### config.mk
export PLATFORM = sky130hd
export DESIGN_NAME = sextium_mem_arbiter_flat
export DESIGN_NICKNAME = d
export VERILOG_FILES = /design/src/rtl/sextium_pkg.sv /design/src/rtl/sextium_mem_arbiter_if.sv /design/src/rtl/sextium_rd_return.sv /design/src/rtl/sextium_mem_arbiter.sv /design/src/flat_wrapper.sv
export SDC_FILE = /design/constraint.sdc
export NUM_CORES = 1
export LEC_CHECK = 0
export ABC_AREA = 0
export CELL_PAD_IN_SITES_DETAIL_PLACEMENT = 1
export CELL_PAD_IN_SITES_GLOBAL_PLACEMENT = 2
export CORE_ASPECT_RATIO = 1.1
export CORE_MARGIN = 1.5
export CORE_UTILIZATION = 10
export DETAILED_ROUTE_END_ITERATION = 8
export PLACE_DENSITY_LB_ADDON = 0.05
export SLEW_MARGIN = 0
export SYNTH_ARGS = -nofsm -noshare
export SYNTH_HDL_FRONTEND = slang
export SYNTH_SLANG_ARGS = --single-unit
### constraint.sdc
create_clock -name clock -period 5.4 [get_ports clock]
set_clock_uncertainty 0.15 [all_clocks]
set_input_delay 0.54 -clock clock [delete_from_list [all_inputs] [get_ports clock]]
set_output_delay 0.54 -clock clock [all_outputs]
set_load 0.05 [all_outputs]
### src/rtl/sextium_pkg.sv
// sextium_pkg
//   Shared definitions for the Sextium III memory arbiter slice:
//   default bus widths, arbiter state encoding, read-return tag encoding
//   and the debug struct that exposes the arbiter state.
package sextium_pkg;

  localparam int DEF_ADDR_W = 16;
  localparam int DEF_DATA_W = 16;  // four 4-bit instructions per word

  typedef enum logic {
    ST_ARB  = 1'b0,  // memory shared, CPU wins by default
    ST_LOCK = 1'b1   // host owns memory exclusively
  } arb_state_t;

  typedef enum logic [1:0] {
    TAG_NONE = 2'd0,
    TAG_CPU  = 2'd1,
    TAG_HOST = 2'd2
  } rd_tag_t;

  typedef struct packed {
    arb_state_t state;
    logic [3:0] starve_cnt;
  } arb_dbg_t;

endpackage

### src/rtl/sextium_mem_arbiter_if.sv
// sextium_mem_arbiter_if
//   Bundle of the CPU port, host port and memory command port.
//   Modports:
//     slave  - arbiter view: takes requests, drives grants/read data and
//              the memory command, receives mem_rdata.
//     master - requester/memory view (CPU controller, host, memory).
//
// Handshake: a requester raises req with we/addr/wdata and holds all of
// them stable until it sees gnt high at a rising edge; that edge is the
// one and only transfer. gnt may rise in the same cycle as req. For a
// read, rvalid is high for exactly the one cycle following the transfer
// and rdata is valid only while rvalid is high (0 otherwise).
interface sextium_mem_arbiter_if #(
  parameter int ADDR_W = sextium_pkg::DEF_ADDR_W,
  parameter int DATA_W = sextium_pkg::DEF_DATA_W
) ();

  logic              cpu_req;
  logic              cpu_we;
  logic [ADDR_W-1:0] cpu_addr;
  logic [DATA_W-1:0] cpu_wdata;
  logic              cpu_gnt;
  logic              cpu_stall;
  logic              cpu_rvalid;
  logic [DATA_W-1:0] cpu_rdata;

  logic              host_req;
  logic              host_we;
  logic [ADDR_W-1:0] host_addr;
  logic [DATA_W-1:0] host_wdata;
  logic              host_lock;
  logic              host_gnt;
  logic              host_rvalid;
  logic [DATA_W-1:0] host_rdata;
  logic              host_owned;

  logic              mem_en;
  logic              mem_we;
  logic [ADDR_W-1:0] mem_addr;
  logic [DATA_W-1:0] mem_wdata;
  logic [DATA_W-1:0] mem_rdata;

  modport slave (
    input  cpu_req, cpu_we, cpu_addr, cpu_wdata,
    output cpu_gnt, cpu_stall, cpu_rvalid, cpu_rdata,
    input  host_req, host_we, host_addr, host_wdata, host_lock,
    output host_gnt, host_rvalid, host_rdata, host_owned,
    output mem_en, mem_we, mem_addr, mem_wdata,
    input  mem_rdata
  );

  modport master (
    output cpu_req, cpu_we, cpu_addr, cpu_wdata,
    input  cpu_gnt, cpu_stall, cpu_rvalid, cpu_rdata,
    output host_req, host_we, host_addr, host_wdata, host_lock,
    input  host_gnt, host_rvalid, host_rdata, host_owned,
    input  mem_en, mem_we, mem_addr, mem_wdata,
    output mem_rdata
  );

endinterface

### src/rtl/sextium_rd_return.sv
// sextium_rd_return
//   Remembers which port issued the read in the previous cycle and routes
//   the memory's read data back to that port for one cycle.
//   Ports:
//     clock, reset        - rising-edge clock, synchronous active-low reset
//     cpu_rd, host_rd     - a read command was issued for that port this cycle
//     mem_rdata           - memory read data (one cycle after the command)
//     cpu_rvalid/rdata    - CPU read return
//     host_rvalid/rdata   - host read return
module sextium_rd_return
  import sextium_pkg::*;
#(
  parameter int DATA_W = DEF_DATA_W
) (
  input  logic              clock,
  input  logic              reset,
  input  logic              cpu_rd,
  input  logic              host_rd,
  input  logic [DATA_W-1:0] mem_rdata,
  output logic              cpu_rvalid,
  output logic [DATA_W-1:0] cpu_rdata,
  output logic              host_rvalid,
  output logic [DATA_W-1:0] host_rdata
);

  rd_tag_t tag;

  // At most one of cpu_rd/host_rd is high: the arbiter grants one port.
  always_ff @(posedge clock) begin
    if (!reset) begin
      tag <= TAG_NONE;
    end else if (cpu_rd) begin
      tag <= TAG_CPU;
    end else if (host_rd) begin
      tag <= TAG_HOST;
    end else begin
      tag <= TAG_NONE;
    end
  end

  // Gating with reset drops a return that was already tagged when reset
  // arrives, so every output reads 0 while reset is held.
  assign cpu_rvalid  = reset & (tag == TAG_CPU);
  assign host_rvalid = reset & (tag == TAG_HOST);
  assign cpu_rdata   = cpu_rvalid  ? mem_rdata : '0;
  assign host_rdata  = host_rvalid ? mem_rdata : '0;

endmodule

### src/rtl/sextium_mem_arbiter.sv
// sextium_mem_arbiter
//   Shares the single synchronous memory port between the CPU controller
//   and the host (loader/debugger). CPU wins by default; a starvation
//   counter forces the host through after STARVE_LIMIT denied cycles; the
//   host can lock memory for exclusive use.
//   Ports:
//     clock, reset - rising-edge clock, synchronous active-low reset
//     bus          - CPU/host/memory bundle (slave view)
//     dbg          - current arbiter state and starvation count
module sextium_mem_arbiter
  import sextium_pkg::*;
#(
  parameter int ADDR_W       = DEF_ADDR_W,
  parameter int DATA_W       = DEF_DATA_W,
  parameter int STARVE_LIMIT = 4  // 1..15
) (
  input  logic                  clock,
  input  logic                  reset,
  sextium_mem_arbiter_if.slave  bus,
  output arb_dbg_t              dbg
);

  localparam logic [3:0] LIMIT = 4'(STARVE_LIMIT);

  arb_state_t state;
  logic [3:0] starve_cnt;
  logic       cpu_gnt;
  logic       host_gnt;

  // Grants are combinational (zero-latency); all outputs are held at 0
  // while reset is asserted.
  always_comb begin
    cpu_gnt  = 1'b0;
    host_gnt = 1'b0;
    if (reset) begin
      if (state == ST_LOCK) begin
        host_gnt = bus.host_req;
      end else if (bus.host_req && (!bus.cpu_req || starve_cnt == LIMIT)) begin
        host_gnt = 1'b1;
      end else begin
        cpu_gnt = bus.cpu_req;
      end
    end
  end

  always_ff @(posedge clock) begin
    if (!reset) begin
      state      <= ST_ARB;
      starve_cnt <= '0;
    end else begin
      state <= bus.host_lock ? ST_LOCK : ST_ARB;
      // Clearing in LOCK means the count starts from 0 on re-entry to ARB.
      if (state == ST_LOCK || !bus.host_req || host_gnt) begin
        starve_cnt <= '0;
      end else if (starve_cnt != LIMIT) begin
        starve_cnt <= starve_cnt + 4'd1;
      end
    end
  end

  assign bus.cpu_gnt    = cpu_gnt;
  assign bus.host_gnt   = host_gnt;
  assign bus.cpu_stall  = reset & bus.cpu_req & ~cpu_gnt;
  assign bus.host_owned = reset & (state == ST_LOCK);

  always_comb begin
    bus.mem_en    = cpu_gnt | host_gnt;
    bus.mem_we    = 1'b0;
    bus.mem_addr  = '0;
    bus.mem_wdata = '0;
    if (host_gnt) begin
      bus.mem_we    = bus.host_we;
      bus.mem_addr  = bus.host_addr;
      bus.mem_wdata = bus.host_wdata;
    end else if (cpu_gnt) begin
      bus.mem_we    = bus.cpu_we;
      bus.mem_addr  = bus.cpu_addr;
      bus.mem_wdata = bus.cpu_wdata;
    end
  end

  sextium_rd_return #(.DATA_W(DATA_W)) u_rd_return (
    .clock       (clock),
    .reset       (reset),
    .cpu_rd      (cpu_gnt & ~bus.cpu_we),
    .host_rd     (host_gnt & ~bus.host_we),
    .mem_rdata   (bus.mem_rdata),
    .cpu_rvalid  (bus.cpu_rvalid),
    .cpu_rdata   (bus.cpu_rdata),
    .host_rvalid (bus.host_rvalid),
    .host_rdata  (bus.host_rdata)
  );

  assign dbg.state      = state;
  assign dbg.starve_cnt = starve_cnt;

endmodule

### src/flat_wrapper.sv
// flat-port wrapper written by rule: the top's interface ports become plain ports
module sextium_mem_arbiter_flat import sextium_pkg::*;
#(
  parameter int ADDR_W       = DEF_ADDR_W,
  parameter int DATA_W       = DEF_DATA_W,
  parameter int STARVE_LIMIT = 4          
)
  (clock, reset, dbg, bus_cpu_req, bus_cpu_we, bus_cpu_addr, bus_cpu_wdata, bus_cpu_gnt, bus_cpu_stall, bus_cpu_rvalid, bus_cpu_rdata, bus_host_req, bus_host_we, bus_host_addr, bus_host_wdata, bus_host_lock, bus_host_gnt, bus_host_rvalid, bus_host_rdata, bus_host_owned, bus_mem_en, bus_mem_we, bus_mem_addr, bus_mem_wdata, bus_mem_rdata);
  sextium_mem_arbiter_if #(.ADDR_W(ADDR_W), .DATA_W(DATA_W)) bus_i ();
  input  logic clock;
  input  logic reset;
  output arb_dbg_t dbg;
  input wire logic [$bits(bus_i.cpu_req)-1:0] bus_cpu_req;
  input wire logic [$bits(bus_i.cpu_we)-1:0] bus_cpu_we;
  input wire logic [$bits(bus_i.cpu_addr)-1:0] bus_cpu_addr;
  input wire logic [$bits(bus_i.cpu_wdata)-1:0] bus_cpu_wdata;
  output wire logic [$bits(bus_i.cpu_gnt)-1:0] bus_cpu_gnt;
  output wire logic [$bits(bus_i.cpu_stall)-1:0] bus_cpu_stall;
  output wire logic [$bits(bus_i.cpu_rvalid)-1:0] bus_cpu_rvalid;
  output wire logic [$bits(bus_i.cpu_rdata)-1:0] bus_cpu_rdata;
  input wire logic [$bits(bus_i.host_req)-1:0] bus_host_req;
  input wire logic [$bits(bus_i.host_we)-1:0] bus_host_we;
  input wire logic [$bits(bus_i.host_addr)-1:0] bus_host_addr;
  input wire logic [$bits(bus_i.host_wdata)-1:0] bus_host_wdata;
  input wire logic [$bits(bus_i.host_lock)-1:0] bus_host_lock;
  output wire logic [$bits(bus_i.host_gnt)-1:0] bus_host_gnt;
  output wire logic [$bits(bus_i.host_rvalid)-1:0] bus_host_rvalid;
  output wire logic [$bits(bus_i.host_rdata)-1:0] bus_host_rdata;
  output wire logic [$bits(bus_i.host_owned)-1:0] bus_host_owned;
  output wire logic [$bits(bus_i.mem_en)-1:0] bus_mem_en;
  output wire logic [$bits(bus_i.mem_we)-1:0] bus_mem_we;
  output wire logic [$bits(bus_i.mem_addr)-1:0] bus_mem_addr;
  output wire logic [$bits(bus_i.mem_wdata)-1:0] bus_mem_wdata;
  input wire logic [$bits(bus_i.mem_rdata)-1:0] bus_mem_rdata;
  assign bus_i.cpu_req = bus_cpu_req;
  assign bus_i.cpu_we = bus_cpu_we;
  assign bus_i.cpu_addr = bus_cpu_addr;
  assign bus_i.cpu_wdata = bus_cpu_wdata;
  assign bus_cpu_gnt = bus_i.cpu_gnt;
  assign bus_cpu_stall = bus_i.cpu_stall;
  assign bus_cpu_rvalid = bus_i.cpu_rvalid;
  assign bus_cpu_rdata = bus_i.cpu_rdata;
  assign bus_i.host_req = bus_host_req;
  assign bus_i.host_we = bus_host_we;
  assign bus_i.host_addr = bus_host_addr;
  assign bus_i.host_wdata = bus_host_wdata;
  assign bus_i.host_lock = bus_host_lock;
  assign bus_host_gnt = bus_i.host_gnt;
  assign bus_host_rvalid = bus_i.host_rvalid;
  assign bus_host_rdata = bus_i.host_rdata;
  assign bus_host_owned = bus_i.host_owned;
  assign bus_mem_en = bus_i.mem_en;
  assign bus_mem_we = bus_i.mem_we;
  assign bus_mem_addr = bus_i.mem_addr;
  assign bus_mem_wdata = bus_i.mem_wdata;
  assign bus_i.mem_rdata = bus_mem_rdata;
  sextium_mem_arbiter #(.ADDR_W(ADDR_W), .DATA_W(DATA_W), .STARVE_LIMIT(STARVE_LIMIT)) u_core (.clock(clock), .reset(reset), .bus(bus_i), .dbg(dbg));
endmodule
==> Flow_metrics.wiki, run 1 <==
{| class="wikitable"
! Metric !! Value
|-
| Sequential share of power || 0.131
|-
| Via count of the first global-routing pass || 2011
|-
| Cells after DPL || 484
|-
| Core Region || 11060 um^2
|-
| Final worst setup slack || 1.669 ns
|-
| Post-synthesis sequential area ratio || 0.1221
|-
| Synthesized net count || 280
|-
| Cell at the root of the clock tree || sky130_fd_sc_hd__clkbuf_16
|-
| Gate count after technology mapping || 191
|-
| Weighted congestion at the end of routability-driven global placement || 0.6635
|-
| Clock network fraction of design power || 0.298
|-
| Worst path slowest cell || sky130_fd_sc_hd__o21ai_4
|-
| Switching part of the total power || 0.3814
|-
| Run status || finished, final reports clean
|-
| Vertical die dimension || 115.3 um
|-
| Number of antenna violations at the first check in global routing || 0
|-
| Reported net switching power || 0.0001587 W
|-
| Top-level I/O count || 164
|-
| Routed via count divided by cell count || 3.863
|-
| Global-route wire length before repair || 10380 um
|-
| Die Area || 12130 um^2
|-
| Die outline width || 105.1 um
|-
| Number of nets with antenna violations after routing || 0
|-
| H-tree levels || 1
|-
| Yosys synthesis warning count || 0
|-
| Post-placement setup slack || 1.696 ns
|-
| Clock tree from TritonCTS || done
|-
| Count of inserted antenna diode cells || 0
|-
| Post-CTS clock slew at the launch and capture registers of the worst setup and hold paths || 0.04 ns
|-
| Max Slew Vio Count || 0
|-
| Count of cells resized by post-cts repair || 0
|-
| Detailed-route wire length || 6691 um
|-
| # hold bufs at CTS || 0
|-
| Critical path fanouts, max || 35
|-
| Leakage power total || 1.089 nW
|-
| Arrival time of the worst setup path || 3.04 ns
|-
| Relative contribution of combinational cells to total power || 0.571
|-
| Critical Path, Cell by Cell || inv_1 > ha_1 > and3b_1 > o21ai_4 > o22ai_1 > clkdlybuf4s50_1
|-
| Setup TNS || 0 ns
|-
| Clock buffer count from CTS || 3
|-
| Cell Int Power || 0.0002575 W
|-
| Met2 global-route usage || 0.2109
|-
| Power density of the placed cells || 142.3 nW/um^2
|-
| Final Hold Violating Endpoints || 0
|-
| Port Buffers || 163
|-
| Routed vias || 1885
|-
| FILL cells || 1366
|-
| Met3 routing resource usage after global routing || 0.02778
|-
| Post-synthesis cell type count || 25
|-
| Estimated wirelength of the detail-placed design || 5295 um
|-
| Category of the worst setup path launch point || register
|-
| Max-cap violation count || 0
|-
| Number of setup buffers added after CTS || 0
|-
| Grt total ovfl || 0
|-
| Maximum buffer depth of the clock tree || 2
|-
| Worst-margin pin slew || 1.002 ns
|-
| Min cycle time layout || 3.731 ns
|-
| Total number of nets in the final design || 431
|-
| Worst-skew pair later-pin latency || 0.23 ns
|-
| First DRT Iteration DRCs || 53
|-
| Crit Path Class || register to output port
|-
| Overall Global Routing Usage || 0.1052
|-
| Fraction of final layout cells with drive strength greater than 1 || 0.03226
|-
| Final worst path period share || 0.6909
|-
| Area grow syn2layout || 154.9%
|-
| Maximum achievable frequency || 268.0 MHz
|-
| IR drop worst, VDD || 0.00009480 V
|-
| Site row count || 40
|-
| Effective utilization at floorplan || 0.1037
|-
| Data required, critical path || 4.71 ns
|-
| Worst path buffer plus inverter count || 2
|-
| Cell family with the largest share of critical-path delay || compound AO/OA/AOI/OAI gates
|-
| Clock tree sinks || 7
|-
| Maximum number of pins on one net before global-route repair || 67
|-
| Setup repair after global routing missed its margin || no
|-
| Number of cells in the finished layout apart from fillers || 488
|-
| Post-route DRC || 0
|-
| Classification of the worst-slack hold path || register to register
|-
| Worst Hold Slack || 0.3836 ns
|-
| Final setup violation count || 0
|-
| Routed length per instance || 13.71 um
|-
| Largest stage delay on the critical path || 0.82 ns
|-
| Mean Syn Cell Area || 6.007 um^2
|-
| Tightest slew margin relative to the limit || 0.3297
|-
| GR Layer Usage met1 || 0.1133
|-
| Global route hottest layer || met2
|-
| Cell area after synthesis || 1147 um^2
|-
| Length of the first detailed-routing pass in iterations || 2
|-
| FF+latch count, synth || 7
|-
| Crit. End Element || output port
|}
==> cells by family (layout without fill, tap and decap cells) <==
family | after synthesis | after routing | synth area share
compound gates | 38 | 38 | 0.2246
simple gates | 120 | 120 | 0.4984
mux | 1 | 1 | 0.008724
buf+inv | 23 | 173 | 0.1243
fa+ha+maj | 2 | 2 | 0.02181
flops | 7 | 7 | 0.1221
==> area by class of cell <==
type | count | area [um^2] | share of cell area
Clock buffer | 4 | 78.83 | 0.02696
Inverter | 4 | 15.01 | 0.005135
Multi-Input combinational cell | 161 | 864.6 | 0.2957
Sequential cell | 7 | 140.1 | 0.04792
Tap cell | 147 | 183.9 | 0.06290
Timing Repair Buffer | 165 | 1642 | 0.5614
==> through the flow <==
step / total power (W) / cell area (um^2) / util
6_report: 0.0004162 / 2924 / 0.2644
5_1_grt: 0.0004386 / 2924 / 0.2644
4_1_cts: 0.0004227 / 2924 / 0.2644
3_5_place_dp: 0.0002953 / 2845 / 0.2572
3_3_place_gp: 0.0002960 / 2845 / 0.2572
2_1_floorplan: 0.0001835 / 1147 / -
==> cell usage in the layout (no fill, tap or decap) <==
master	count
sky130_fd_sc_hd__nand3_1	1
sky130_fd_sc_hd__nor3_1	3
sky130_fd_sc_hd__inv_1	3
sky130_fd_sc_hd__dfxtp_1	7
sky130_fd_sc_hd__nand3b_1	1
sky130_fd_sc_hd__and3b_1	1
sky130_fd_sc_hd__o21ai_4	1
sky130_fd_sc_hd__o22ai_2	2
sky130_fd_sc_hd__clkdlybuf4s50_1	162
sky130_fd_sc_hd__nor3b_2	1
sky130_fd_sc_hd__inv_2	1
sky130_fd_sc_hd__and2_1	34
sky130_fd_sc_hd__o22ai_1	31
sky130_fd_sc_hd__mux2i_1	1
sky130_fd_sc_hd__a21oi_1	3
sky130_fd_sc_hd__buf_4	2
sky130_fd_sc_hd__nand2b_1	3
sky130_fd_sc_hd__clkbuf_16	3
sky130_fd_sc_hd__a21o_1	1
sky130_fd_sc_hd__or3_1	1
sky130_fd_sc_hd__buf_2	1
sky130_fd_sc_hd__nand2_1	68
sky130_fd_sc_hd__ha_1	2
sky130_fd_sc_hd__nor2_1	6
sky130_fd_sc_hd__clkbuf_1	1
sky130_fd_sc_hd__nor3b_1	1
==> power groups by stage <==
stage	sequential (W)	combinational, W	clock (W)
2_1_floorplan	0.0000560	0.000127	0
3_3_place_gp	0.0000553	0.000241	0
3_5_place_dp	0.0000553	0.000240	0
4_1_cts	0.0000545	0.000241	0.000127
5_1_grt	0.0000547	0.000252	0.000132
6_report	0.0000545	0.000238	0.000124
==> final timing paths <==
path / to / slack, ns / cells after the start / from
max: bus_mem_wdata[15] / 1.67 / 6 / u_core.starve_cnt[0]
min reg2reg: u_core.starve_cnt[0] / 0.38 / 1 / u_core.starve_cnt[0]
min: u_core.starve_cnt[0] / 0.38 / 1 / u_core.starve_cnt[0]
max reg2reg: u_core.u_rd_return.tag[1] / 3.21 / 5 / u_core.starve_cnt[0]
==> cells in the mapped netlist <==
library cell	number	area, um^2
sky130_fd_sc_hd__inv_2	1	3.750
sky130_fd_sc_hd__ha_1	2	25.02
sky130_fd_sc_hd__nor3_1	3	15.01
sky130_fd_sc_hd__nand2b_1	3	18.77
sky130_fd_sc_hd__buf_4	4	30.03
sky130_fd_sc_hd__o22ai_1	31	193.9
sky130_fd_sc_hd__nand3b_1	1	7.510
sky130_fd_sc_hd__dfxtp_1	7	140.1
sky130_fd_sc_hd__or3_1	1	6.260
sky130_fd_sc_hd__a21o_1	1	7.510
sky130_fd_sc_hd__buf_2	3	15.01
sky130_fd_sc_hd__mux2i_1	1	10.01
sky130_fd_sc_hd__nor3b_1	1	7.510
sky130_fd_sc_hd__nor2_1	6	22.52
sky130_fd_sc_hd__a21oi_1	3	15.01
sky130_fd_sc_hd__o21ai_4	1	16.27
sky130_fd_sc_hd__clkbuf_1	7	26.28
sky130_fd_sc_hd__nor3b_2	1	12.51
sky130_fd_sc_hd__nand3_1	1	5.000
sky130_fd_sc_hd__o22ai_2	2	25.02
sky130_fd_sc_hd__inv_1	3	11.26
sky130_fd_sc_hd__and2_1	34	212.7
sky130_fd_sc_hd__buf_6	5	56.30
sky130_fd_sc_hd__nand2_1	68	255.2
sky130_fd_sc_hd__and3b_1	1	8.760
==> metal layers <==
layer | up-vias | share of wire
met2 | 92 | 0.53
met5 | - | 0
met3 | 2 | 0.080
li1 | 935 | -
met1 | 856 | 0.39
met4 | 0 | 0.0012
==> flip-flops by register name, indices dropped and copies added (netlist names) <==
name,count
u_core.state,1
u_core.u_rd_return.tag,2
u_core.starve_cnt,4
Note: power is estimated with default switching activity, not from simulation.
==> run 2, diff against run 1 <==
==> constraint.sdc (replaced) <==
create_clock -name clock -period 3.25 [get_ports clock]
set_clock_uncertainty 0.15 [all_clocks]
set_input_delay 0.325 -clock clock [delete_from_list [all_inputs] [get_ports clock]]
set_output_delay 0.325 -clock clock [all_outputs]
set_load 0.05 [all_outputs]
==> run 2 against run 1 <==
  * Die area stayed put
  * Sequential power is 66% higher
  * Total power is 69% higher
  * Register-to-register slack worse by 1.8 ns
  * First-iteration DRC count is 43% lower
  * Wire length hardly changed
  * Sequential cell count stayed put
  * Hold slack worse by 0.11 ns
  * Global-route usage is 0.24 points lower
  * Largest power group unchanged
==> Flow_metrics.wiki, run 2 (synthesized netlist as in run 1, its figures left out) <==
{| class="wikitable"
! Metric !! Value
|-
| Estimated wirelength of the detail-placed design || 5592 um (+5.6%)
|-
| H-tree levels || 1 (unchanged)
|-
| Crit. End Element || output port
|-
| Core Region || 11060 um^2 (unchanged)
|-
| Port Buffers || 163 (unchanged)
|-
| Cell count of the worst reg-to-reg path || 6 (+1)
|-
| Area grow syn2layout || 179.3%
|-
| Max Slew Vio Count || 0 (unchanged)
|-
| Number of antenna violations at the first check in global routing || 0 (unchanged)
|-
| Most common cell after layout, fill and taps aside || sky130_fd_sc_hd__clkdlybuf4s50_1
|-
| Biggest registers after layout || u_core.starve_cnt x4, u_core.u_rd_return.tag x2, u_core.state x1
|-
| Number of nets with antenna violations after routing || 0 (unchanged)
|-
| Post-CTS clock slew at the launch and capture registers of the worst setup and hold paths || 0.04 ns (about the same)
|-
| Crit Path Class || register to output port
|-
| Cell at the root of the clock tree || sky130_fd_sc_hd__clkbuf_16
|-
| Global-route wire length before repair || 10070 um (-3.1%)
|-
| # hold bufs at CTS || 0 (unchanged)
|-
| Tightest slew margin relative to the limit || 0.6571 (+0.3274)
|-
| Routed via count divided by cell count || 3.787 (-2.0%)
|-
| Top library cells by usage in the layout, fill and taps aside || sky130_fd_sc_hd__clkdlybuf4s50_1 (94), sky130_fd_sc_hd__nand2_1 (68), sky130_fd_sc_hd__buf_4 (42)
|-
| Maximum achievable frequency || 381.9 MHz
|-
| Arrival time of the worst setup path || 2.14 ns (-0.90 ns)
|-
| Final worst path period share || 0.8056
|-
| Setup repair after global routing missed its margin || no
|-
| Weighted congestion at the end of routability-driven global placement || 0.7207 (+8.6%)
|-
| Maximum number of pins on one net before global-route repair || 37 (-45%)
|-
| Routed length per instance || 13.58 um (-0.93%)
|-
| Post-placement setup slack || 0.8427 ns (-0.8531 ns)
|-
| Clock tree from TritonCTS || done
|-
| Via count of the first global-routing pass || 1930 (-4.0%)
|-
| Length of the first detailed-routing pass in iterations || 3 (+1)
|-
| Power density of the placed cells || 218.9 nW/um^2 (+54%)
|-
| Number of flip-flops in the largest register || 4 (unchanged)
|-
| IR drop worst, VDD || 0.0001774 V (+87%)
|-
| Routed vias || 1867 (-0.95%)
|-
| First DRT Iteration DRCs || 30 (-43%)
|-
| Leakage power total || 1.331 nW (+22%)
|-
| Worst-skew pair later-pin latency || 0.23 ns (about the same)
|-
| Maximum buffer depth of the clock tree || 2 (unchanged)
|-
| Grt total ovfl || 0 (unchanged)
|-
| Final worst setup slack || 0.6318 ns (-1.037 ns)
|-
| Die Area || 12130 um^2 (unchanged)
|-
| Count of inserted antenna diode cells || 0 (unchanged)
|-
| Overall Global Routing Usage || 0.1028 (-0.002394)
|-
| Detailed-route wire length || 6697 um (about the same)
|-
| Count of cells resized by post-cts repair || 0 (unchanged)
|-
| Top-level I/O count || 164 (unchanged)
|-
| Final setup violation count || 0 (unchanged)
|-
| Run status || finished, final reports clean
|-
| Post-route DRC || 0 (unchanged)
|-
| Site row count || 40 (unchanged)
|-
| Total number of nets in the final design || 436 (+1.2%)
|-
| Largest register by flop count || u_core.starve_cnt
|-
| Fraction of final layout cells with drive strength greater than 1 || 0.2428 (+0.2105)
|-
| Clock buffer count from CTS || 3 (unchanged)
|-
| Effective utilization at floorplan || 0.1037 (unchanged)
|-
| Category of the worst setup path launch point || register
|-
| Number of setup buffers added after CTS || 0 (unchanged)
|-
| Final Hold Violating Endpoints || 0 (unchanged)
|-
| Critical path fanouts, max || 5 (-86%)
|-
| Max-cap violation count || 0 (unchanged)
|-
| Die outline width || 105.1 um (unchanged)
|-
| Worst-margin pin slew || 0.5127 ns (-0.4890 ns)
|-
| Vertical die dimension || 115.3 um (unchanged)
|-
| Min cycle time layout || 2.618 ns
|-
| Data required, critical path || 2.77 ns (-1.94 ns)
|-
| Classification of the worst-slack hold path || input pin to register
|-
| Clock tree sinks || 7 (unchanged)
|-
| Hold Path Cell Cnt || 2 (+1)
|-
| Setup TNS || 0 ns (unchanged)
|}
[run 2: area by class of cell]
class                   instances  area, um^2
fillers                      1333        7856
repair buffers                170        1922
multi-input cells             161       864.6
well taps                     147       183.9
flip-flops and latches          7       140.1
clock buffers                   4       78.83
inverters                       4       15.01
[run 2: metal layers]
layer | up-vias | wire length [um] | track usage
met1 | 831 | 2685 | 0.1170
met3 | 0 | 545 | 0.03175
met4 | 0 | 0 | 0.005479
met2 | 92 | 3466 | 0.1969
met5 | - | 0 | 0
li1 | 944 | - | -
[run 2: worst paths after layout]
kind | slack [ns] | startpoint | end
max reg2reg | 1.38 | u_core.starve_cnt[0] | u_core.u_rd_return.tag[1]
min | 0.27 | reset | u_core.state
max | 0.63 | u_core.starve_cnt[0] | bus_cpu_stall
min reg2reg | 0.37 | u_core.starve_cnt[0] | u_core.starve_cnt[0]
[run 2: critical path, stage by stage (launching register included)]
cell	delay (ns)
sky130_fd_sc_hd__dfxtp_1	0.34
sky130_fd_sc_hd__inv_1	0.07
sky130_fd_sc_hd__ha_1	0.17
sky130_fd_sc_hd__and3b_1	0.32
sky130_fd_sc_hd__a21oi_1	0.11
sky130_fd_sc_hd__nor2_1	0.10
sky130_fd_sc_hd__clkdlybuf4s50_1	0.80
[run 2: power by group]
group / switching (W) / internal [W]
combinational: 0.000221 / 0.000181
clock: 0.0000457 / 0.000163
sequential: 0.00000188 / 0.0000885
[run 2: through the flow]
stage,hold WS (ns),area [um^2],total power (W),instances,utilization
global route,0.3038,3204,0.0007400,493,0.2897
floorplan,0.2518,1147,0.0003049,191,-
global placement,0.3745,3126,0.0004983,489,0.2826
detailed placement,0.3674,3126,0.0004995,489,0.2826
CTS,0.2820,3204,0.0007122,493,0.2897
finish,0.2727,3204,0.0007015,493,0.2897
==> run 3, diff against run 2 <==
==> constraint.sdc (replaced) <==
create_clock -name clock -period 2.5 [get_ports clock]
set_clock_uncertainty 0.15 [all_clocks]
set_input_delay 0.25 -clock clock [delete_from_list [all_inputs] [get_ports clock]]
set_output_delay 0.25 -clock clock [all_outputs]
set_load 0.05 [all_outputs]
==> run 3 against run 2 <==
  * Sequential share of layout area is 0.52 points lower
  * Clock power is 31% higher
  * Sequential cell count stayed put
  * Global-route usage is 1.4 points higher
  * Clock-buffer cell count stayed put
  * Largest cell class unchanged
  * First-iteration DRC count is 17% higher
  * Hold slack better by 0.044 ns
  * Via count is 3.2% higher
  * Wire length is 8.4% higher
  * Core utilization is 4.5 points higher
  * Highest routed layer is now met4
  * Cell area is 16% higher
  * Sequential power is 29% higher
==> Flow_metrics.wiki, run 3 (synthesized netlist as in run 1, its figures left out) <==
{| class="wikitable"
! Metric !! Value
|-
| Seq. cell area || 142.6 um^2 (+1.8%)
|-
| Overall Global Routing Usage || 0.1172 (+0.01438)
|-
| Crit. End Element || output port
|-
| Number of antenna violations at the first check in global routing || 0 (unchanged)
|-
| Setup TNS || 0 ns (unchanged)
|-
| Run status || finished, final reports clean
|-
| IR drop worst, VDD || 0.0001775 V (about the same)
|-
| Routed length per instance || 14.64 um (+7.8%)
|-
| Area used by multi-input combinational logic || 1260 um^2 (+46%)
|-
| Number of nets with antenna violations after routing || 0 (unchanged)
|-
| Final Hold Violating Endpoints || 0 (unchanged)
|-
| Count of inserted antenna diode cells || 0 (unchanged)
|-
| Reported net switching power || 0.0004118 W (+53%)
|-
| Maximum number of pins on one net before global-route repair || 41 (+11%)
|-
| Final worst path period share || 0.9428
|-
| First DRT Iteration DRCs || 35 (+17%)
|-
| Routed via count divided by cell count || 3.885 (+2.6%)
|-
| Power density of the placed cells || 278.9 nW/um^2 (+27%)
|-
| Cell Int Power || 0.0006209 W (+44%)
|-
| Fraction of final layout cells with drive strength greater than 1 || 0.3524 (+0.1097)
|-
| Most common cell after layout, fill and taps aside || sky130_fd_sc_hd__clkdlybuf4s50_1
|-
| Post-CTS clock slew at the launch and capture registers of the worst setup and hold paths || 0.04 ns (about the same)
|-
| Tightest slew margin relative to the limit || 0.6595 (+0.002343)
|-
| Via count of the first global-routing pass || 1983 (+2.7%)
|-
| Cell family with the largest share of critical-path delay || buffers and inverters
|-
| Site row count || 40 (unchanged)
|-
| Critical path fanouts, max || 18 (+13)
|-
| Classification of the worst-slack hold path || register to register
|-
| Clock buffer count from CTS || 3 (unchanged)
|-
| Top-level I/O count || 164 (unchanged)
|-
| Worst-margin pin slew || 0.5092 ns (-0.003504 ns)
|-
| Worst path buffer plus inverter count || 3 (+1)
|-
| Worst-skew pair later-pin latency || 0.23 ns (about the same)
|-
| Total number of nets in the final design || 439 (+0.69%)
|-
| Worst path slowest cell || sky130_fd_sc_hd__dfxtp_2
|-
| Max-cap violation count || 0 (unchanged)
|-
| Worst reg-to-reg setup slack || 0.77 ns (-0.61 ns)
|-
| Min cycle time layout || 2.357 ns
|-
| Routed vias || 1927 (+3.2%)
|-
| Biggest registers after layout || u_core.starve_cnt x4, u_core.u_rd_return.tag x2, u_core.state x1
|-
| Arrival time of the worst setup path || 1.96 ns (-0.18 ns)
|-
| Crit Path Class || register to output port
|-
| Final total power || 0.001033 W (+47%)
|-
| Data required, critical path || 2.10 ns (-0.67 ns)
|-
| Estimated wirelength of the detail-placed design || 6251 um (+12%)
|-
| Leakage power total || 1.419 nW (+6.6%)
|-
| Number of flip-flops in the largest register || 4 (unchanged)
|-
| Sequential share of power || 0.114 (-0.015)
|-
| Cell at the root of the clock tree || sky130_fd_sc_hd__clkbuf_16
|-
| Post-route DRC || 0 (unchanged)
|-
| Max Slew Vio Count || 0 (unchanged)
|-
| Clock tree sinks || 7 (unchanged)
|-
| Relative contribution of combinational cells to total power || 0.622 (+0.049)
|-
| # hold bufs at CTS || 0 (unchanged)
|-
| Top library cells by usage in the layout, fill and taps aside || sky130_fd_sc_hd__clkdlybuf4s50_1 (90), sky130_fd_sc_hd__nand2_1 (68), sky130_fd_sc_hd__buf_4 (42)
|-
| Effective utilization at floorplan || 0.1037 (unchanged)
|-
| Critical Path, Cell by Cell || inv_1 > ha_1 > and3b_2 > o21ai_4 > buf_12 > o22ai_1 > buf_4
|-
| Clock network fraction of design power || 0.264 (-0.034)
|-
| Grt total ovfl || 0 (unchanged)
|-
| Setup repair after global routing missed its margin || no
|-
| Maximum buffer depth of the clock tree || 2 (unchanged)
|-
| Maximum achievable frequency || 424.3 MHz
|-
| Length of the first detailed-routing pass in iterations || 4 (+1)
|-
| H-tree levels || 1 (unchanged)
|-
| Area grow syn2layout || 222.7%
|-
| Port Buffers || 163 (unchanged)
|-
| Detailed-route wire length || 7260 um (+8.4%)
|-
| Weighted congestion at the end of routability-driven global placement || 0.7066 (-2.0%)
|-
| Vertical die dimension || 115.3 um (unchanged)
|-
| FILL cells || 1257 (-5.7%)
|-
| Largest stage delay on the critical path || 0.35 ns (-0.45 ns)
|-
| Global-route wire length before repair || 11190 um (+11%)
|-
| Category of the worst setup path launch point || register
|-
| Clock tree from TritonCTS || done
|-
| Core Region || 11060 um^2 (unchanged)
|-
| Die outline width || 105.1 um (unchanged)
|-
| Switching part of the total power || 0.3987 (+0.01554)
|-
| Die Area || 12130 um^2 (unchanged)
|-
| Final setup violation count || 0 (unchanged)
|-
| Largest register by flop count || u_core.starve_cnt
|}
run 3: changes by cell type in the layout (fill, tap and decap cells not counted), moves of 2 or more:
| cell | before | now |
|---|---|---|
| sky130_fd_sc_hd__o22ai_1 | 31 | 4 |
| sky130_fd_sc_hd__dfxtp_1 | 7 | 5 |
| sky130_fd_sc_hd__o22ai_4 | 0 | 28 |
| sky130_fd_sc_hd__buf_12 | 33 | 40 |
| sky130_fd_sc_hd__dfxtp_2 | 0 | 2 |
| sky130_fd_sc_hd__clkdlybuf4s50_1 | 94 | 90 |
run 3: timing repair:
action | in CTS | in global routing
buffers inserted | 0 | 2
gates resized for setup | 0 | 3
setup endpoints to repair | 0 | 34
run 3: layout make-up:
class,instances,share of cell area
flip-flops and latches,7,0.03853
repair buffers,173,0.5461
clock buffers,4,0.02129
well taps,147,0.04968
multi-input cells,161,0.3403
inverters,4,0.004055
run 3: worst register-to-register path: cells and delay by family (launching register included):
kind / cells / cell delay, ns
AND/OR/NAND/NOR: 2 / 0.35
flip-flops: 1 / 0.35
buffers and inverters: 2 / 0.30
adder cells (fa/ha/maj): 1 / 0.23
AO/OA/AOI/OAI: 1 / 0.23
run 3: per-layer routing:
metal / up-vias / wire, um / GRT usage / part of all wire
met5: - / 0 / 0 / 0
met4: 0 / 108 / 0.02740 / 0.015
met3: 8 / 405 / 0.02494 / 0.056
met2: 77 / 4112 / 0.2283 / 0.57
met1: 885 / 2634 / 0.1293 / 0.36
li1: 957 / - / - / -
run 3: power by group through the flow:
stage                     Sequential [W]  Combinational, W  Clock, W
after CTS                       0.000117          0.000651  0.000281
after global placement          0.000119          0.000647         0
after floorplan                 0.000121          0.000369         0
after detailed placement        0.000119          0.000650         0
final                           0.000117          0.000642  0.000273
after global routing            0.000118          0.000681  0.000288
run 3: worst paths after layout:
check,startpoint,to,cells after the start
worst max-delay path,u_core.starve_cnt[0],bus_mem_we,7
worst max register to register,u_core.starve_cnt[0],u_core.u_rd_return.tag[1],6
worst min-delay path,u_core.starve_cnt[0],u_core.starve_cnt[0],1
worst min register to register,u_core.starve_cnt[0],u_core.starve_cnt[0],1
run 3: metrics by stage:
| step | setup WS [ns] | area, um^2 | hold slack [ns] | instances | util |
|---|---|---|---|---|---|
| finish | 0.1430 | 3702 | 0.3165 | 496 | 0.3347 |
| global route | 0.01332 | 3702 | 0.3411 | 496 | 0.3347 |
| CTS | 0.001559 | 3684 | 0.3588 | 494 | 0.3330 |
| detailed placement | 0.2630 | 3605 | 0.3756 | 490 | 0.3259 |
| global placement | 0.3136 | 3605 | 0.3484 | 490 | 0.3259 |
| floorplan | -0.2573 | 1534 | 0.1768 | 191 | - |
==> RTL change 1: new RTL, settings of run 3 <==
Re-encode `rd_tag_t` (3 values) as one-hot, 3 bits wide.
--- a/src/rtl/sextium_pkg.sv
+++ b/src/rtl/sextium_pkg.sv
@@ -12,10 +12,10 @@
     ST_LOCK = 1'b1   // host owns memory exclusively
   } arb_state_t;
 
-  typedef enum logic [1:0] {
-    TAG_NONE = 2'd0,
-    TAG_CPU  = 2'd1,
-    TAG_HOST = 2'd2
+  typedef enum logic [2:0] {
+    TAG_NONE = 3'b001,
+    TAG_CPU  = 3'b010,
+    TAG_HOST = 3'b100
   } rd_tag_t;
 
   typedef struct packed {
Check against the original RTL: no difference found for any inputs over 10 cycles, from zero or initial values and one cycle with reset low; not proved beyond that.
==> RTL change 1 against run 3 <==
- power decreased by 1.5%
- synthesized area is 25% higher
- maximum frequency is 2.3% lower
- synthesized cell count is 2.6% higher
- worst setup slack got worse by 56 ps
- routed wire length increased by 9.8%
- global-route usage fell by 1.3 points
- non-clock buffer count is 3 higher
- cell count rose by 9.7%
- die area increased by 24%
- cell area up 5.1%
- critical path type unchanged
- core utilization is 5.5 points lower
- sequential cell count is 1 higher
==> RTL change 1: results (changes against run 3) <==
stage,metric,value,unit,change
place,detailed_place_hpwl,6880,µm,+10%
cts,root_buffer,clkbuf_16,,
cts,htree_levels,1,,unchanged
yosys,synth_fp_nets,285,,+1.8%
yosys,synth-main-ff-cell,dfxtp_1,,
yosys,yosys_warnings,0,,unchanged
layout,reg.largest.list,"u_core.starve_cnt: 4 flops, u_core.u_rd_return.tag: 3 flops, u_core.state: 1 flops",,
yosys,ys_seq_area_frac,0.111,,-0.0106
critical_path,crit_arrival,2010,ps,+50 ps
yosys,synth_cell_types,27,,+8.0%
cts,cts_made_buffers,3,,unchanged
power,p_leak,1.45,nW,+2.2%
place,post-place-ws,199,ps,-64.2 ps
global_route,antenna_found_initial,0,,unchanged
global_route,grt_pass1_wl,12100,µm,+8.0%
route,initialDrtViolationCount,27,,-23%
route,wirelength,7970,µm,+9.8%
global_route,grt_usage,0.104,,-0.0129
route,drtPass1Iterations,3,,-1
place,placed_cell_area,3790,µm²,+5.2%
place,gp_congestion,0.688,,-2.7%
route,viasPerCell,3.66,,-5.9%
power,ir_drop,147,µV,-17%
layout,drive_above_1_share,0.354,,+0.00150
yosys,synth_common_cells,"nand2_1 (69), and2_1 (34), o22ai_2 (30)",,
critical_path,reg2reg_depth,6,,unchanged
critical_path,cpMaxStageDelayCell,dfxtp_1,,
layout,antenna_cells,0,,unchanged
min_path,hold_depth,1,,unchanged
cts,clockBufferDepth,2,,unchanged
layout,fin_nets,447,,+1.8%
sta,worst_pin_slew,519,ps,+9.85 ps
yosys,synthArstFlopShare,0,,unchanged
global_route,grt_max_degree,73,,+78%
cts,path_clk_slew,40,ps,about the same
yosys,synth.area.top_cells,"o22ai_2 (26%), nand2_1 (18%), and2_1 (15%), dfxtp_1 (11%), buf_6 (5.5%)",,
critical_path,crit_start,u_core.starve_cnt[1],,
critical_path,cp_max_fo,13,,-5
status,status,completed,,
global_route,grt_pass1_vias,2194,,+11%
critical_path,slowest_delay,370,ps,+20 ps
-- RTL change 1: cell families (layout without fill, tap and decap cells) --
| kind of cell | after synthesis | after routing | synth area share |
|---|---|---|---|
| AND/OR/NAND/NOR | 124 | 124 | 0.431 |
| AO/OA/AOI/OAI | 39 | 39 | 0.328 |
| buffers and inverters | 22 | 182 | 0.105 |
| flip-flops | 8 | 8 | 0.111 |
| adder cells (fa/ha/maj) | 2 | 2 | 0.0174 |
| multiplexers | 1 | 1 | 0.00697 |
-- RTL change 1: cell type report --
type / instances / area [µm²]
clock buffers: 3 / 75.1
fillers: 1605 / 10000
inverters: 3 / 11.3
multi-input cells: 166 / 1350
flip-flops and latches: 8 / 161
well taps: 188 / 235
repair buffers: 176 / 2060
-- RTL change 1: power breakdown --
part	switching [mW]	leakage [nW]	internal, mW	total [mW]
Clock	0.0644	0.0370	0.206	0.271
Combinational	0.332	1.35	0.279	0.610
Sequential	0.00403	0.0657	0.132	0.136
-- RTL change 1: critical path: cells and delay by family (launching register included) --
family / cells / cell delay [ps]
and+or+nand+nor: 1 / 260
buffers and inverters: 3 / 460
DFF: 1 / 370
adders and majority gates: 1 / 220
AOI/OAI and AO/OA: 2 / 450
-- RTL change 1: per-stage QoR --
stage               instances  power (mW)  hold WS (ps)   util
finish                    544        1.02           306  0.280
global route              544        1.07           327  0.280
CTS                       544        1.04           373  0.280
detailed placement        538       0.753           367  0.273
global placement          538       0.752           345  0.273
floorplan                 196       0.499           179      -
-- RTL change 1: worst paths after layout --
| check | to | slack (ps) |
|---|---|---|
| max | bus_mem_wdata[7] | 90 |
| min | u_core.starve_cnt[0] | 310 |
| max reg2reg | u_core.u_rd_return.tag[0] | 710 |
| min reg2reg | u_core.starve_cnt[0] | 310 |
-- RTL change 1: what timing repair did --
item,4_1_cts,5_1_grt
hold endpoints to repair,0,0
setup buffers,3,0
gates resized for setup,0,1
pin swaps,1,0
setup endpoints to repair,26,33
-- RTL change 1: routing by layer --
metal,share of wire,up-vias,GRT usage
li1,-,982,-
met1,0.35,925,0.110
met2,0.58,78,0.212
met3,0.071,4,0.0236
met4,0.0025,0,0.00850
met5,0,-,0
==> RTL change 2: new RTL, flow settings as in run 3 <==
Without the edit above. `DEF_DATA_W`: 16 -> 12.
--- a/src/rtl/sextium_pkg.sv
+++ b/src/rtl/sextium_pkg.sv
@@ -5,7 +5,7 @@
 package sextium_pkg;
 
   localparam int DEF_ADDR_W = 16;
-  localparam int DEF_DATA_W = 16;  // four 4-bit instructions per word
+  localparam int DEF_DATA_W = 12;  // four 4-bit instructions per word
 
   typedef enum logic {
     ST_ARB  = 1'b0,  // memory shared, CPU wins by default
Ports: changed (6 resized); port bits go from 164 to 140. No check against the original RTL was run, so the function may have changed too.
==> RTL change 2 against run 3 <==
- worst setup slack improved by 24 ps
- synthesized area increased by 7.4%
- sequential cell count unchanged
- power decreased by 13%
- routed wire length decreased by 7.9%
- synthesized cell count decreased by 12%
- cell area decreased by 17%
- non-clock buffer count decreased by 28
- critical path type unchanged
- largest power group unchanged
- highest routed layer is now met3
==> RTL change 2: results (changes against run 3) <==
stage,metric,value,unit,change
yosys,synth.area.top_cells,"o22ai_2 (29%), nand2_1 (18%), and2_1 (13%), dfxtp_1 (11%), buf_6 (5.5%)",,
yosys,synth_area_per_cell,7.34,µm²,+22%
layout,fillers,1390,,+11%
place,gp_congestion,0.674,,-4.7%
yosys,synth_fp_nets,245,,-13%
place,placed_cell_area,2950,µm²,-18%
place,detailed_place_hpwl,4900,µm,-22%
sta,slew-limit-headroom,0.653,,-0.00689
yosys,synth_common_cells,"nand2_1 (60), o22ai_2 (29), and2_1 (26)",,
route,vias,1671,,-13%
route,wl_met3,498,µm,+23%
layout,layoutNonFillerInstCount,456,,-8.1%
global_route,grt_pass1_vias,1589,,-20%
yosys,synthArstFlopShare,0,,unchanged
global_route,met2_usage,0.166,,-0.0620
yosys,yosys_warnings,0,,unchanged
critical_path,crit_end,bus_mem_wdata[3],,
sta,fin_ws,167,ps,+24.1 ps
layout,drive_above_1_share,0.368,,+0.0151
route,maxUsedRoutingLayer,met3,,
global_route,grt_max_degree,42,,+2.4%
place,port_buffers,139,,-15%
global_route,grt_usage,0.0910,,-0.0263
power,ir_drop,134,µV,-25%
layout,fin_nets,380,,-13%
global_route,grt.met3_usage,0.0241,,-0.000860
route,wl_met1,2820,µm,+7.2%
global_route,grt_pass1_wl,9270,µm,-17%
status,status,completed,,
yosys,synth-compound-area-share,0.332,,+0.107
critical_path,r2r_end,u_core.u_rd_return.tag[0],,
route,initialDrtViolationCount,36,,+2.9%
yosys,ys_seq_area_frac,0.114,,-0.00843
place,dp_cells,450,,-8.2%
critical_path,rrSetupSlack,760,ps,
yosys,synth_cell_types,25,,unchanged
min_path,hold_path.class,input pin to flop,,
power,p_leak,1.23,nW,-14%
route,dr_wl_met2,3360,µm,-18%
route,wirelength,6690,µm,-7.9%
critical_path,crit_arrival,1930,ps,-30 ps
critical_path,slowest_delay,500,ps,+150 ps
critical_path,cpMaxStageDelayCell,a21o_2,,
yosys,synthMuxAreaShare,0.00812,,-0.000602
critical_path,cp_max_fo,15,,-3
critical_path,critPathTopFamily,compound AO/OA/AOI/OAI gates,,
global_route,gr-usage-met1,0.109,,-0.0205
yosys,yosys.area_share.adder,0.0203,,-0.00151
critical_path,reg2reg_depth,5,,-1
layout,reg.largest.list,"u_core.starve_cnt: 4 flops, u_core.u_rd_return.tag: 2 flops, u_core.state: 1 flops",,
place,post-place-ws,286,ps,+22.8 ps
power,powerDensity,295,nW/µm²,+5.8%
## RTL change 2: power breakdown
part / internal, mW / switching [mW]
Combinational: 0.230 / 0.280
Sequential: 0.115 / 0.00248
Clock: 0.212 / 0.0626
Total: 0.558 / 0.345
## RTL change 2: how the worst min path moves through the flow
stage                                    start                   endpoint  slack [ps]  cells after the start
after floorplan                    bus_host_we  u_core.u_rd_return.tag[1]         170                      1
final                                    reset  u_core.u_rd_return.tag[1]         260                      3
after global placement    u_core.starve_cnt[0]       u_core.starve_cnt[0]         370                      1
after detailed placement  u_core.starve_cnt[0]       u_core.starve_cnt[0]         380                      1
after global routing                     reset  u_core.u_rd_return.tag[1]         280                      3
after CTS                                reset  u_core.u_rd_return.tag[1]         270                      3
## RTL change 2: final cells by class
cell class,instances,share of cell area
Tap cell,154,0.0630
Sequential cell,7,0.0462
Multi-Input combinational cell,142,0.317
Inverter,4,0.00491
Clock buffer,4,0.0258
Timing Repair Buffer,145,0.543
